### src/rtl/ship_pkg.sv
// Shared types for the player ship controller:
// FSM state encoding, sw_move bit indices, width helper.
package ship_pkg;

  typedef enum logic [2:0] {
    S_IDLE      = 3'd0,
    S_ACTIVE    = 3'd1,
    S_HIT       = 3'd2,
    S_RESPAWN   = 3'd3,
    S_GAME_OVER = 3'd4
  } ship_state_e;

  localparam int MV_UP    = 0;
  localparam int MV_DOWN  = 1;
  localparam int MV_LEFT  = 2;
  localparam int MV_RIGHT = 3;

  function automatic int cnt_w(input int unsigned maxv);
    int w;
    w = 1;
    for (int i = 1; i < 32; i++)
      if ((maxv >> i) != 0) w = i + 1;
    return w;
  endfunction

endpackage

### src/rtl/ship_down_counter.sv
// Loadable down-counter that stops at zero.
// Used for fire cooldown and post-respawn immunity.
module ship_down_counter
  import ship_pkg::*;
#(
  parameter int W = 8
) (
  input  logic         clk,
  input  logic         reset_n,
  input  logic         load,
  input  logic [W-1:0] value,
  output logic         zero
);

  logic [W-1:0] count;

  always_ff @(posedge clk or negedge reset_n) begin
    if (!reset_n) begin
      count <= '0;
    end else if (load) begin
      count <= value;
    end else if (count != '0) begin
      count <= count - 1'b1;
    end
  end

  assign zero = (count == '0);

endmodule

### src/rtl/player_ship_ctrl.sv
// Player ship: movement, firing, lives and respawn FSM.
// Define SHIP_AUTOFIRE_EN for held-button autofire.
module player_ship_ctrl
  import ship_pkg::*;
#(
  parameter int POS_W         = 10,
  parameter int X_MIN         = 153,
  parameter int X_MAX         = 774,
  parameter int Y_MIN         = 65,
  parameter int Y_MAX         = 485,
  parameter int SPAWN_X       = 272,
  parameter int SPAWN_Y       = 273,
  parameter int STEP_DIV      = 100000,
  parameter int LIVES_INIT    = 3,
  parameter int INVULN_CYCLES = 500000,
  parameter int FIRE_COOLDOWN = 2000000
) (
  input  logic             clk,
  input  logic             reset_n,
  input  logic [3:0]       sw_move,
  input  logic             sw_fire,
  input  logic             hit_detected,
  output logic [POS_W-1:0] o_ship_x,
  output logic [POS_W-1:0] o_ship_y,
  output logic             fire,
  output logic [3:0]       lives,
  output logic [2:0]       o_state,
  output logic             o_invuln,
  output logic             game_over
);

  localparam int STEP_W = cnt_w(STEP_DIV - 1);
  localparam int INV_W  = cnt_w(INVULN_CYCLES);
  localparam int CD_W   = cnt_w(FIRE_COOLDOWN);

  localparam logic [POS_W-1:0] XMIN = POS_W'(X_MIN);
  localparam logic [POS_W-1:0] XMAX = POS_W'(X_MAX);
  localparam logic [POS_W-1:0] YMIN = POS_W'(Y_MIN);
  localparam logic [POS_W-1:0] YMAX = POS_W'(Y_MAX);
  localparam logic [POS_W-1:0] SX   = POS_W'(SPAWN_X);
  localparam logic [POS_W-1:0] SY   = POS_W'(SPAWN_Y);
  localparam logic [STEP_W-1:0] STEP_TC =
    STEP_W'(STEP_DIV - 1);

  ship_state_e       state, state_n;
  logic [POS_W-1:0]  x, y;
  logic [STEP_W-1:0] step;
  logic [3:0]        lives_q;
  logic              fire_q, go_q;
  logic              inv_zero, cd_zero;
  logic              inv_load;
  logic              hit_take, shot, step_tc;
  logic              up, dn, lf, rt;
  logic              arm_ok;

`ifdef SHIP_AUTOFIRE_EN
  assign arm_ok = 1'b1;
`else
  // A shot re-arms only after the button has been released.
  logic armed;

  always_ff @(posedge clk or negedge reset_n) begin
    if (!reset_n) begin
      armed <= 1'b1;
    end else if (shot) begin
      armed <= 1'b0;
    end else if (!sw_fire) begin
      armed <= 1'b1;
    end
  end

  assign arm_ok = armed;
`endif

  assign up      = sw_move[MV_UP];
  assign dn      = sw_move[MV_DOWN];
  assign lf      = sw_move[MV_LEFT];
  assign rt      = sw_move[MV_RIGHT];
  assign step_tc = (step == STEP_TC);

  always_ff @(posedge clk or negedge reset_n) begin
    if (!reset_n) begin
      state <= S_IDLE;
    end else begin
      state <= state_n;
    end
  end

  always_comb begin
    state_n  = state;
    hit_take = 1'b0;
    shot     = 1'b0;
    unique case (state)
      S_IDLE: begin
        if (sw_move != '0 || sw_fire) state_n = S_ACTIVE;
      end
      S_ACTIVE: begin
        hit_take = hit_detected && inv_zero;
        shot = sw_fire && !hit_take && cd_zero && arm_ok;
        if (hit_take) state_n = S_HIT;
      end
      S_HIT: begin
        state_n = (lives_q == 4'd1) ? S_GAME_OVER
                                    : S_RESPAWN;
      end
      S_RESPAWN:   state_n = S_IDLE;
      S_GAME_OVER: state_n = S_GAME_OVER;
      default:     state_n = S_IDLE;
    endcase
  end

  always_ff @(posedge clk or negedge reset_n) begin
    if (!reset_n) begin
      x       <= SX;
      y       <= SY;
      step    <= '0;
      lives_q <= 4'(LIVES_INIT);
      fire_q  <= 1'b0;
      go_q    <= 1'b0;
    end else begin
      fire_q <= shot;
      go_q   <= (state_n == S_GAME_OVER);
      if (state == S_HIT) lives_q <= lives_q - 4'd1;
      if (state == S_RESPAWN) begin
        x    <= SX;
        y    <= SY;
        step <= '0;
      end else if (state == S_ACTIVE && !hit_take) begin
        step <= step_tc ? '0 : step + 1'b1;
        if (step_tc) begin
          if (up && !dn && y > YMIN) y <= y - 1'b1;
          else if (dn && !up && y < YMAX) y <= y + 1'b1;
          if (lf && !rt && x > XMIN) x <= x - 1'b1;
          else if (rt && !lf && x < XMAX) x <= x + 1'b1;
        end
      end
    end
  end

  assign inv_load = (state == S_RESPAWN);

  ship_down_counter #(.W(INV_W)) u_invuln (
    .clk     (clk),
    .reset_n (reset_n),
    .load    (inv_load),
    .value   (INV_W'(INVULN_CYCLES)),
    .zero    (inv_zero)
  );

  ship_down_counter #(.W(CD_W)) u_cooldown (
    .clk     (clk),
    .reset_n (reset_n),
    .load    (shot),
    .value   (CD_W'(FIRE_COOLDOWN)),
    .zero    (cd_zero)
  );

  assign o_ship_x  = x;
  assign o_ship_y  = y;
  assign fire      = fire_q;
  assign lives     = lives_q;
  assign o_state   = state;
  assign o_invuln  = !inv_zero;
  assign game_over = go_q;

endmodule

### config.mk
export PLATFORM = sky130hd
export DESIGN_NAME = player_ship_ctrl
export DESIGN_NICKNAME = d
export VERILOG_FILES = /design/src/rtl/ship_pkg.sv /design/src/rtl/ship_down_counter.sv /design/src/rtl/player_ship_ctrl.sv
export SDC_FILE = /design/constraint.sdc
export NUM_CORES = 1
export LEC_CHECK = 0
export BUFFER_PORTS_ARGS = -buffer_cell sky130_fd_sc_hd__buf_4
export CAP_MARGIN = 10
export CELL_PAD_IN_SITES_DETAIL_PLACEMENT = 0
export CELL_PAD_IN_SITES_GLOBAL_PLACEMENT = 1
export CORE_MARGIN = 10
export CORE_UTILIZATION = 45
export DETAILED_ROUTE_END_ITERATION = 16
export PLACE_DENSITY_LB_ADDON = 0.12
export SYNTH_ARGS = -nofsm -noshare
export SYNTH_HDL_FRONTEND = slang
export SYNTH_SLANG_ARGS = --single-unit
### constraint.sdc
create_clock -name clk -period 3.7 [get_ports clk]
set_input_delay 0.925 -clock clk [delete_from_list [all_inputs] [get_ports clk]]
set_output_delay 0.925 -clock clk [all_outputs]
set_load 0.1 [all_outputs]
Word-level counts from Yosys, hierarchy flattened
Index checks and enable logic that the tools add are counted. W data, S select, Z words.

Add/sub/neg operators: 8. Equal/unequal tests: 8. Order comparisons: 4. Reduce and logical (&&, ||, !) cells: 35. Muxes and demuxes: 25.

Operators by type and width (count): $mux W10 (10); $mux W17 (3); $mux W21 (2); $mux W19 (2); $logic_not A21 Y1 (1); $reduce_bool A21 Y1 (1); $sub A21 B1 Y21 const B (1); $add A10 B1 Y10 const B (2); $sub A10 B1 Y10 const B (2); $logic_not A19 Y1 (1); $reduce_bool A19 Y1 (1); $sub A19 B1 Y19 const B (1); $add A17 B1 Y17 const B (1); $eq A17 B17 Y1 const B (1); $logic_and A1 B1 Y1 (13); $pmux W3 S4 (1); $gt A10 B7 Y1 const B (1); $gt A10 B8 Y1 const B (1); $lt A10 B10 Y1 const B (1); $lt A10 B9 Y1 const B (1); $mux W3 (3); $reduce_bool A2 Y1 (4); $logic_not A1 Y1 (7); $eq A3 B2 Y1 const B (2); 11 further kinds (17).

Register bits: 87. Output and inout port bits: 30.

Depth between registers and ports, before layout
Gate-level depths: netlist of the first run.

Depth in word-level cells: 8. Gate-level depth with buffers: 11.

Hierarchy
Synthesis of the first run repeated with hierarchy kept, for this count alone.

Cells, all modules: 600. Area total of the unflattened synthesis: 5502.8 sq um.

By module, submodules not included: player_ship_ctrl (times used 1, cells each 344, area an instance 3088.0 sq um, sequential area each 1186.1 sq um); ship_down_counter (u_cooldown) (times used 1, cells each 129, area an instance 1297.5 sq um, sequential area each 525.5 sq um); ship_down_counter (u_invuln) (times used 1, cells each 127, area an instance 1117.3 sq um, sequential area each 475.5 sq um).

Worst setup path before layout of the first run
Ideal clock, no wire load.

Path type: flip-flop to flip-flop. Start point: register x[1], in the netlist o_ship_x[1]. End point: register x[9], in the netlist o_ship_x[9]. Slack: -0.012 ns. Path buffers: 0. Library setup time: 0.126 ns. Cell stages (with the launch flop): 11. Data required time: 3.574 ns. Arrival: 3.586 ns. Cells stage by stage: dfrtp_1 o211a_1 o31ai_1 a21oi_1 ha_1 a21o_1 a21oi_1 nand3_1 a221oi_1 xnor2_1 a221o_1.

Word-level cells in the longest chain between the ends: 6. Elaborated cells between the ends (all ways): 13. Those cells by class: add/sub (2); order compare (2); mux (5); reduce/logical (4).

Ends and longest elaborated chain: start, declared (line player_ship_ctrl.sv:46) `logic [POS_W-1:0] x, y;`; start signal, assigned (line player_ship_ctrl.sv:133) `if (lf && !rt && x > XMIN) x <= x - 1'b1;`; start signal, assigned (line player_ship_ctrl.sv:134) `else if (rt && !lf && x < XMAX) x <= x + 1'b1;`; $add A10 B1 Y10 / $gt A10 B8 Y1 (equally long branches) (line player_ship_ctrl.sv:134, player_ship_ctrl.sv:133); $mux W10 / $logic_and A1 B1 Y1 (equally long branches) (line player_ship_ctrl.sv:134, player_ship_ctrl.sv:133); $mux W10 (line player_ship_ctrl.sv:133); $mux W10 (line player_ship_ctrl.sv:130) `if (step_tc) begin`; $mux W10 (line player_ship_ctrl.sv:128) `end else if (state == S_ACTIVE && !hit_take) begin`; $mux W10 (line player_ship_ctrl.sv:124) `if (state == S_RESPAWN) begin`.

Parallel ways exist; a longest one is shown, timed or not. The select of a mux whose other input is x is not followed. A chain may end at the register's enable or synchronous reset.

Final worst setup path of the first run
Start point: register y[1], in the netlist o_ship_y[1]. End point: register y[9], in the netlist o_ship_y[9].

Word-level cells in the longest chain between the ends: 6. Elaborated cells between the ends (all ways): 13. Those cells by class: add/sub (2); order compare (2); mux (5); reduce/logical (4).

Ends and longest elaborated chain: start, declared (line player_ship_ctrl.sv:46); start signal, assigned (line player_ship_ctrl.sv:131) `if (up && !dn && y > YMIN) y <= y - 1'b1;`; start signal, assigned (line player_ship_ctrl.sv:132) `else if (dn && !up && y < YMAX) y <= y + 1'b1;`; $add A10 B1 Y10 / $gt A10 B7 Y1 (equally long branches) (line player_ship_ctrl.sv:132, player_ship_ctrl.sv:131); $mux W10 / $logic_and A1 B1 Y1 (equally long branches) (line player_ship_ctrl.sv:132, player_ship_ctrl.sv:131); $mux W10 (line player_ship_ctrl.sv:131); $mux W10 (line player_ship_ctrl.sv:130); $mux W10 (line player_ship_ctrl.sv:128); $mux W10 (line player_ship_ctrl.sv:124).

Parallel ways exist; a longest one is shown, timed or not. The select of a mux whose other input is x is not followed.

==> results.py, run 1 <==
metrics = {
    "outcome": {
        "status": "finished clean",
    },
    "global_routing": {
        "grt_overflow": 0,
        "grt_util_met1_pct": 18.1,
        "top_usage_layer": "met2",
        "grt_pass1_wl_mm": 20.2,
        "antenna_found_initial": 0,
        "grt_use_met3_pct": 3.48,
        "track_usage_pct": 14.8,
        "grt_max_degree": 59,
        "use_met2_pct": 25.4,
        "grt_pass1_vias": 4159,
    },
    "synth": {
        "ys_types": 57,
        "synth_edf_count": 0,
        "seq_area_frac_synth_pct": 43.3,
        "syn-num-nets": 569,
        "avgSynthCellArea_um2": 9.39,
        "synth-async-reset-ratio_pct": 100,
        "synth_area_mm2": 0.00505,
        "yosys_warnings": 0,
        "yosys_register_bits": 87,
        "synthCells": 538,
        "yosys-top-cells-area": "dfrtp_1 39%, ha_1 5.2%, xnor2_1 5.2%",
        "synth_ff_type": "dfrtp_1",
        "synth_top_area_share_pct": 39.1,
        "synth_top_area_cell": "dfrtp_1",
    },
    "timing": {
        "slew_viol_final": 0,
        "setup_tns_ns": 0,
        "tightest_slew_ns": 0.788,
        "setup_viol": 0,
        "clock-skew-final_ns": 0.00800,
        "min_period_ns": 3.16,
        "relSlewSlack_pct": 47.4,
        "timing.fmax_mhz": 316,
        "whs_ns": 0.471,
        "hold_viol": 0,
        "finalCritPeriodShare_pct": 85.4,
        "grt_setup_unrepaired": "no",
    },
    "cts": {
        "cts_sinks": 87,
        "cts-root-buf": "clkbuf_16",
        "cts_tree": "built",
        "cts_resized": 0,
        "clk_latency_ns": 0.34,
        "postCtsHoldBufs": 0,
        "cts_buffers": 9,
        "cts_setup_buffers": 0,
        "clk_pin_slew_ns": 0.07,
        "cts_buffer_depth": 2,
        "cts.htree.levels": 3,
    },
    "power": {
        "p_per_area_mw_per_mm2": 498,
        "max-vdd-ir-drop_mv": 0.406,
        "power.total_mw": 2.91,
        "power_leakage_nw": 2.51,
    },
    "hold_path": {
        "hold_class": "reg2reg",
    },
    "setup_path": {
        "worstPathCellList": "or4_1 > o21ai_0 > a21oi_1 > buf_4 > ha_1 > a21o_1 > a21oi_1 > a311oi_1 > a211oi_1 > mux2_2 > o211ai_1",
        "cp_slowest_cell": "or4_1",
        "cpMostUsedCell": "a21oi_1",
        "critPathMaxStageDelay_ns": 0.52,
        "crit_path_max_fanout": 6,
        "worstSetupPathType": "reg2reg",
        "end_kind": "flop",
        "startpoint_type": "flop",
        "r2r-start": "o_ship_y[1]",
        "required_ns": 3.96,
        "worstPathArrival_ns": 3.42,
        "startpoint": "o_ship_y[1]",
        "ff2ff_setup_slack_ns": 0.54,
        "r2r_end": "o_ship_y[9]",
        "reg2reg_depth": 11,
        "crit_end": "o_ship_y[9]",
    },
    "place": {
        "port-buffer-count": 37,
        "place_congestion": 0.827,
        "place.detailed.hpwl_mm": 8.40,
    },
    "die": {
        "die_y_um": 126,
        "dieArea_mm2": 0.0159,
        "rows": 38,
        "ios": 38,
        "core_mm2": 0.0109,
        "die_x_um": 126,
        "initial_core_util_pct": 46.2,
    },
    "detailed_routing": {
        "vias": 4085,
        "routedWlPerCell_um": 15.8,
        "drtIter0Drc": 209,
        "ant_nets": 0,
        "drtPass1Iterations": 6,
        "finalWirelength_mm": 11.5,
        "drc": 0,
        "vias_per_cell": 5.60,
    },
    "layout": {
        "layout_common_cells": "78 x dfrtp_1, 56 x nand2_1, 53 x nor2_1",
        "areaGrowthSynthToFinish_pct": 15.9,
        "fin_util_pct": 53.5,
        "final_common_cell": "dfrtp_1",
        "final_layout_size_suffix_gt1_share_pct": 14.9,
        "finalNetCount": 616,
        "diodes": 0,
    },
    "run": {
        "cap_violations": 0,
    },
}
cells in the mapped netlist, types with 8 or more instances:
| cell | count |
|---|---|
| nor2_1 | 53 |
| o41ai_1 | 12 |
| clkbuf_1 | 10 |
| inv_1 | 17 |
| xnor2_1 | 30 |
| nor3_1 | 16 |
| a21oi_1 | 26 |
| ha_1 | 21 |
| xor2_1 | 20 |
| or4_1 | 10 |
| nor2b_1 | 8 |
| nor4_1 | 13 |
| dfrtp_1 | 79 |
| or3_1 | 11 |
| nand2_1 | 56 |
| o21ai_0 | 32 |
| dfstp_2 | 8 |
| nand3_1 | 14 |
| nand2b_1 | 11 |
| o31ai_1 | 9 |
where the power goes:
group | total, mW | switching (mW) | internal [mW]
combinational | 0.712 | 0.453 | 0.259
clock | 0.928 | 0.397 | 0.531
sequential | 1.27 | 0.168 | 1.10
total | 2.91 | 1.02 | 1.90
sequential cells by signal, summed over array words and instances (netlist names):
register          cells
o_state               3
o_ship_y             10
fire                  1
game_over             1
o_ship_x             10
arm_ok                1
lives                 4
step                 17
u_invuln.count       19
u_cooldown.count     21
logic make-up (layout without fill, tap and decap cells):
| logic type | after synthesis | count (layout) | share of synthesized area, % |
|---|---|---|---|
| compound gates | 111 | 111 | 14.4 |
| flops | 87 | 87 | 43.3 |
| mux | 7 | 7 | 1.49 |
| buf+inv | 32 | 84 | 2.73 |
| simple gates | 228 | 228 | 23.4 |
| xor+xnor | 50 | 50 | 8.67 |
| fa+ha+maj | 23 | 23 | 6.00 |
worst min-delay path by stage:
stage	cells after the start	startpoint	slack, ns	to
floorplan	1	u_cooldown.count[14]	0.43	u_cooldown.count[14]
global placement	1	u_cooldown.count[14]	0.46	u_cooldown.count[14]
detailed placement	1	u_cooldown.count[14]	0.48	u_cooldown.count[14]
CTS	1	u_cooldown.count[14]	0.49	u_cooldown.count[14]
global route	2	arm_ok	0.51	arm_ok
finish	1	u_cooldown.count[14]	0.47	u_cooldown.count[14]
final cells by class:
class | count | area [um^2]
clock buffer | 9 | 225
clock inverter | 7 | 80.1
fill | 1026 | 5080
inverter | 17 | 63.8
multi-input combinational | 419 | 2730
sequential | 87 | 2190
tap | 140 | 175
timing repair buffer | 51 | 395
critical path, delay by kind of cell, from the launching register on:
kind / cells / cell delay (ns)
simple gates: 1 / 0.52
mux: 1 / 0.38
compound gates: 7 / 1.35
flops: 1 / 0.43
buf+inv: 1 / 0.19
fa+ha+maj: 1 / 0.21
per-layer routing:
layer | wire [um] | vias to the layer above
met1 | 5350 | 1986
met2 | 5690 | 54
li1 | - | 2037
met4 | 104 | 0
met3 | 391 | 8
met5 | 0 | -
stage by stage:
step                instance area, um^2  cells  worst slack, ns
floorplan                          5050    538          0.00930
global placement                   5550    714            0.448
detailed placement                 5550    714            0.360
CTS                                5850    730            0.562
global route                       5850    730            0.385
finish                             5850    730            0.540
Power figures use the tool's default switching activity.
==> inputs of run 2 (changes only) <==
Clock period 3.7 ns to 3.85 ns, I/O delays scaled along.
==> run 2 against run 1 <==
Worst hold slack better by 0.0061 ns. Die area stayed put. Count of clock-buffer cells in the layout rose by 1.
==> results.py, run 2 (synthesized netlist as in run 1, its figures left out) <==
metrics = {
    "outcome": {
        "status": "finished clean",
    },
    "setup_path": {
        "worstSetupPathType": "reg2out",
        "path_buf_inv": 2,
        "worstPathArrival_ns": 2.39,
        "r2r_end": "o_ship_x[9]",
        "required_ns": 2.89,
        "startpoint_type": "flop",
        "end_kind": "output pin",
        "critPathMaxStageDelay_ns": 0.50,
        "ff2ff_setup_slack_ns": 0.69,
        "worstPathCellList": "inv_1 > ha_1 > nor3b_1 > and3_1 > nand2_1 > buf_4",
        "reg2reg_depth": 11,
        "crit_path_max_fanout": 6,
        "r2r-start": "o_ship_x[1]",
        "path_delay_family": "simple AND/OR/NAND/NOR gates",
        "cp_slowest_cell": "nor3b_1",
    },
    "layout": {
        "layout_common_cells": "79 x dfrtp_1, 56 x nand2_1, 53 x nor2_1",
        "finalNetCount": 614,
        "largest_reg_flops": 21,
        "areaGrowthSynthToFinish_pct": 15.5,
        "final_layout_size_suffix_gt1_share_pct": 14.3,
        "stdcell_area_mm2": 0.00583,
        "top_register": "u_cooldown.count",
        "final_common_cell": "dfrtp_1",
        "diodes": 0,
        "reg_top3": "u_cooldown.count x21, u_invuln.count x19, step x17",
        "n_fill_cell": 1024,
    },
    "hold_path": {
        "hold_end": "arm_ok",
        "holdCritStartpoint": "arm_ok",
        "hold_class": "reg2reg",
        "whs_path_depth": 2,
    },
    "cts": {
        "cts-root-buf": "clkbuf_16",
        "postCtsHoldBufs": 0,
        "clk_latency_ns": 0.35,
        "cts_buffer_depth": 2,
        "cts_resized": 0,
        "cts_sinks": 87,
        "cts_setup_buffers": 0,
        "cts.htree.levels": 3,
        "cts_buffers": 9,
        "clk_pin_slew_ns": 0.06,
        "cts_tree": "built",
    },
    "die": {
        "die_y_um": 126,
        "dieArea_mm2": 0.0159,
        "ios": 38,
        "core_mm2": 0.0109,
        "initial_core_util_pct": 46.2,
        "rows": 38,
        "die_x_um": 126,
    },
    "detailed_routing": {
        "wl_met3_um": 399,
        "vias": 4062,
        "drtIter0Drc": 256,
        "routedWlPerCell_um": 16.0,
        "dr_wl_met2_mm": 5.37,
        "finalWirelength_mm": 11.7,
        "drtPass1Iterations": 4,
        "ant_nets": 0,
        "wl_met1_mm": 5.65,
        "highest_layer": "met4",
        "drc": 0,
        "vias_per_cell": 5.58,
    },
    "power": {
        "p_per_area_mw_per_mm2": 487,
        "seq_power_share_pct": 43.0,
        "p_sw_mw": 0.965,
        "p_int_mw": 1.88,
        "max-vdd-ir-drop_mv": 0.262,
        "pwr-share-comb_pct": 24.2,
        "power_leakage_nw": 2.50,
        "power.clock.fraction_pct": 32.8,
        "switching_share_pct": 34.0,
    },
    "timing": {
        "setup_viol": 0,
        "timing.fmax_mhz": 298,
        "hold_viol": 0,
        "tightest_slew_ns": 0.791,
        "slew_viol_final": 0,
        "relSlewSlack_pct": 47.2,
        "clock-skew-final_ns": 0.00711,
        "min_period_ns": 3.35,
        "grt_setup_unrepaired": "no",
        "finalCritPeriodShare_pct": 87.1,
        "setup_tns_ns": 0,
    },
    "global_routing": {
        "grt_overflow": 0,
        "antenna_found_initial": 0,
        "grt_max_degree": 44,
        "grt_pass1_wl_mm": 19.6,
        "grt_pass1_vias": 3952,
        "track_usage_pct": 14.8,
    },
    "place": {
        "port-buffer-count": 37,
        "placed_area_mm2": 0.00552,
        "place.detailed.hpwl_mm": 8.46,
        "place_congestion": 0.850,
    },
    "run": {
        "cap_violations": 0,
    },
}
## run 2: how the worst max path moves through the flow
stage | endpoint | startpoint | cells after the start
6_report | o_invuln | u_invuln.count[0] | 6
2_1_floorplan | o_ship_x[9] | o_ship_x[1] | 10
5_1_grt | o_invuln | u_invuln.count[0] | 6
3_3_place_gp | o_ship_x[9] | sw_move[3] | 11
3_5_place_dp | o_ship_x[9] | sw_move[3] | 11
4_1_cts | o_invuln | u_invuln.count[0] | 6
## run 2: power by group through the flow
| stage | registers [mW] | clock network (mW) | logic, mW |
|---|---|---|---|
| 4_1_cts | 1.22 | 0.955 | 0.696 |
| 2_1_floorplan | 1.37 | 0 | 0.368 |
| 5_1_grt | 1.25 | 0.989 | 0.764 |
| 6_report | 1.22 | 0.931 | 0.686 |
| 3_5_place_dp | 1.24 | 0 | 0.691 |
| 3_3_place_gp | 1.23 | 0 | 0.676 |
## run 2: final cells by class
type                    count  area [um^2]  share of cell area (%)
clock buffers              10          229                    3.93
well taps                 140          175                    3.00
inverters                  17         63.8                    1.09
repair buffers             49          368                    6.31
flip-flops and latches     87         2190                    37.5
multi-input cells         419         2730                    46.7
clock inverters             6         85.1                    1.46
## run 2: worst reg2reg max path, stage by stage, from the launching register on
cell and delay, ns:
dfrtp_1 0.45, o211a_1 0.25, o31ai_1 0.26, a21oi_1 0.14, buf_4 0.19, ha_1 0.33, a21o_1 0.17, a21oi_1 0.18
nand3_1 0.12, a221oi_1 0.49, mux2i_1 0.16, a221o_1 0.28
## run 2: metal layers
layer / vias to the layer above / track usage (%)
met2: 59 / 22.9
met3: 16 / 3.02
li1: 2037 / -
met4: 0 / 6.30
met1: 1950 / 19.5
met5: - / 0
## run 2: metrics by stage
stage | power, mW | hold WS, ns | worst slack (ns) | util [%] | instances
global placement | 1.91 | 0.456 | 0.555 | 50.5 | 712
CTS | 2.87 | 0.483 | 0.468 | 53.3 | 728
finish | 2.84 | 0.477 | 0.498 | 53.3 | 728
detailed placement | 1.93 | 0.476 | 0.415 | 50.5 | 712
floorplan | 1.74 | 0.434 | 0.138 | - | 538
global route | 3.00 | 0.493 | 0.310 | 53.3 | 728
==> inputs of run 3 (changes only) <==
Clock period 3.85 ns to 4.3 ns, I/O delays scaled along.
==> run 3 against run 2 <==
Cell area shrank 0.34%. Worst setup slack gained 0.28 ns. Count of clock-buffer cells in the layout grew 1.
==> results.py, run 3 (synthesized netlist as in run 1, its figures left out) <==
metrics = {
    "outcome": {
        "status": "finished clean",
    },
    "cts": {
        "cts_resized": 0,
        "cts_sinks": 87,
        "cts_tree": "built",
        "cts.htree.levels": 3,
        "postCtsHoldBufs": 0,
        "cts_setup_buffers": 0,
        "clk_latency_ns": 0.34,
        "cts_buffer_depth": 2,
        "clk_pin_slew_ns": 0.06,
        "cts_buffers": 9,
        "cts-root-buf": "clkbuf_16",
    },
    "global_routing": {
        "track_usage_pct": 14.4,
        "grt_pass1_vias": 3899,
        "grt_overflow": 0,
        "grt_max_degree": 70,
        "grt_pass1_wl_mm": 19.5,
        "antenna_found_initial": 0,
    },
    "layout": {
        "reg_top3": "u_cooldown.count x21, u_invuln.count x19, step x17",
        "diodes": 0,
        "top_register": "u_cooldown.count",
        "final_common_cell": "dfrtp_1",
        "largest_reg_flops": 21,
        "final_layout_size_suffix_gt1_share_pct": 13.7,
        "finalNetCount": 610,
        "stdcell_area_mm2": 0.00581,
        "n_fill_cell": 987,
        "layout_common_cells": "79 x dfrtp_1, 56 x nand2_1, 53 x nor2_1",
        "final_cells": 724,
        "areaGrowthSynthToFinish_pct": 15.1,
        "fin_util_pct": 53.2,
    },
    "timing": {
        "whs_ns": 0.473,
        "hold_viol": 0,
        "finalCritPeriodShare_pct": 82.0,
        "setup_viol": 0,
        "grt_setup_unrepaired": "no",
        "slew_viol_final": 0,
        "fin_ws_ns": 0.775,
        "relSlewSlack_pct": 26.4,
        "timing.fmax_mhz": 284,
        "min_period_ns": 3.52,
        "clock-skew-final_ns": 0.00507,
        "setup_tns_ns": 0,
        "tightest_slew_ns": 1.09,
    },
    "setup_path": {
        "r2r_end": "o_ship_x[9]",
        "end_kind": "flop",
        "reg2reg_depth": 10,
        "startpoint_type": "input port",
        "worstSetupPathType": "in2reg",
        "startpoint": "sw_move[3]",
        "crit_end": "o_ship_x[9]",
        "ff2ff_setup_slack_ns": 0.93,
        "crit_path_max_fanout": 9,
        "worstPathArrival_ns": 3.75,
        "required_ns": 4.52,
        "r2r-start": "o_ship_x[4]",
    },
    "detailed_routing": {
        "drtIter0Drc": 219,
        "drtPass1Iterations": 4,
        "finalWirelength_mm": 11.4,
        "vias_per_cell": 5.58,
        "drc": 0,
        "routedWlPerCell_um": 15.7,
        "ant_nets": 0,
        "vias": 4039,
    },
    "die": {
        "core_mm2": 0.0109,
        "rows": 38,
        "dieArea_mm2": 0.0159,
        "die_x_um": 126,
        "ios": 38,
        "die_y_um": 126,
        "initial_core_util_pct": 46.2,
    },
    "place": {
        "port-buffer-count": 37,
        "place_ws_ns": 0.458,
        "place_congestion": 0.821,
        "dp.cells": 708,
        "place.detailed.hpwl_mm": 8.24,
        "placed_area_mm2": 0.00549,
    },
    "power": {
        "p_per_area_mw_per_mm2": 437,
        "power.total_mw": 2.54,
        "max-vdd-ir-drop_mv": 0.309,
        "power_leakage_nw": 2.49,
    },
    "hold_path": {
        "hold_class": "reg2reg",
    },
    "run": {
        "cap_violations": 0,
    },
}
## run 3: cell count changes in the layout (fill, tap and decap cells not counted), sizes merged
cell	previous run	this run
buf	49	45
clkbuf	10	11
clkinvlp	2	1
## run 3: how the worst min path moves through the flow
stage | from | endpoint | slack, ns | depth (start not counted)
after detailed placement | u_cooldown.count[14] | u_cooldown.count[14] | 0.46 | 1
after global routing | u_cooldown.count[14] | u_cooldown.count[14] | 0.50 | 1
final | u_cooldown.count[14] | u_cooldown.count[14] | 0.47 | 1
after global placement | u_cooldown.count[14] | u_cooldown.count[14] | 0.45 | 1
after CTS | u_cooldown.count[14] | u_cooldown.count[14] | 0.47 | 1
after floorplan | u_cooldown.count[14] | u_cooldown.count[14] | 0.43 | 1
## run 3: where the power goes
group	switching, mW	internal [mW]	total, mW
Sequential	0.143	0.951	1.09
Clock	0.313	0.525	0.838
Combinational	0.394	0.216	0.610
## run 3: cell type report
type / instances / area [um^2] / area share [%]
clock buffer: 11 / 243 / 4.18
clock inverter: 5 / 81.3 / 1.40
inverter: 17 / 63.8 / 1.10
multi-input combinational: 419 / 2730 / 46.9
sequential: 87 / 2190 / 37.6
tap: 140 / 175 / 3.01
timing repair buffer: 45 / 338 / 5.81
## run 3: per-layer routing
metal	GRT usage, %	share of wire [%]
met2	23.1	48
met5	0	0
met1	18.8	48
met3	3.73	3.6
met4	4.35	0.98
## run 3: worst max-delay path, cell delays in order
cell and delay (ns):
buf_4 0.11, nand2b_1 0.15, a21oi_1 0.65, ha_1 0.41, a21o_1 0.17, a21oi_1 0.17, nand3_1 0.13, a221oi_1 0.45
xnor2_1 0.12, a221o_1 0.30
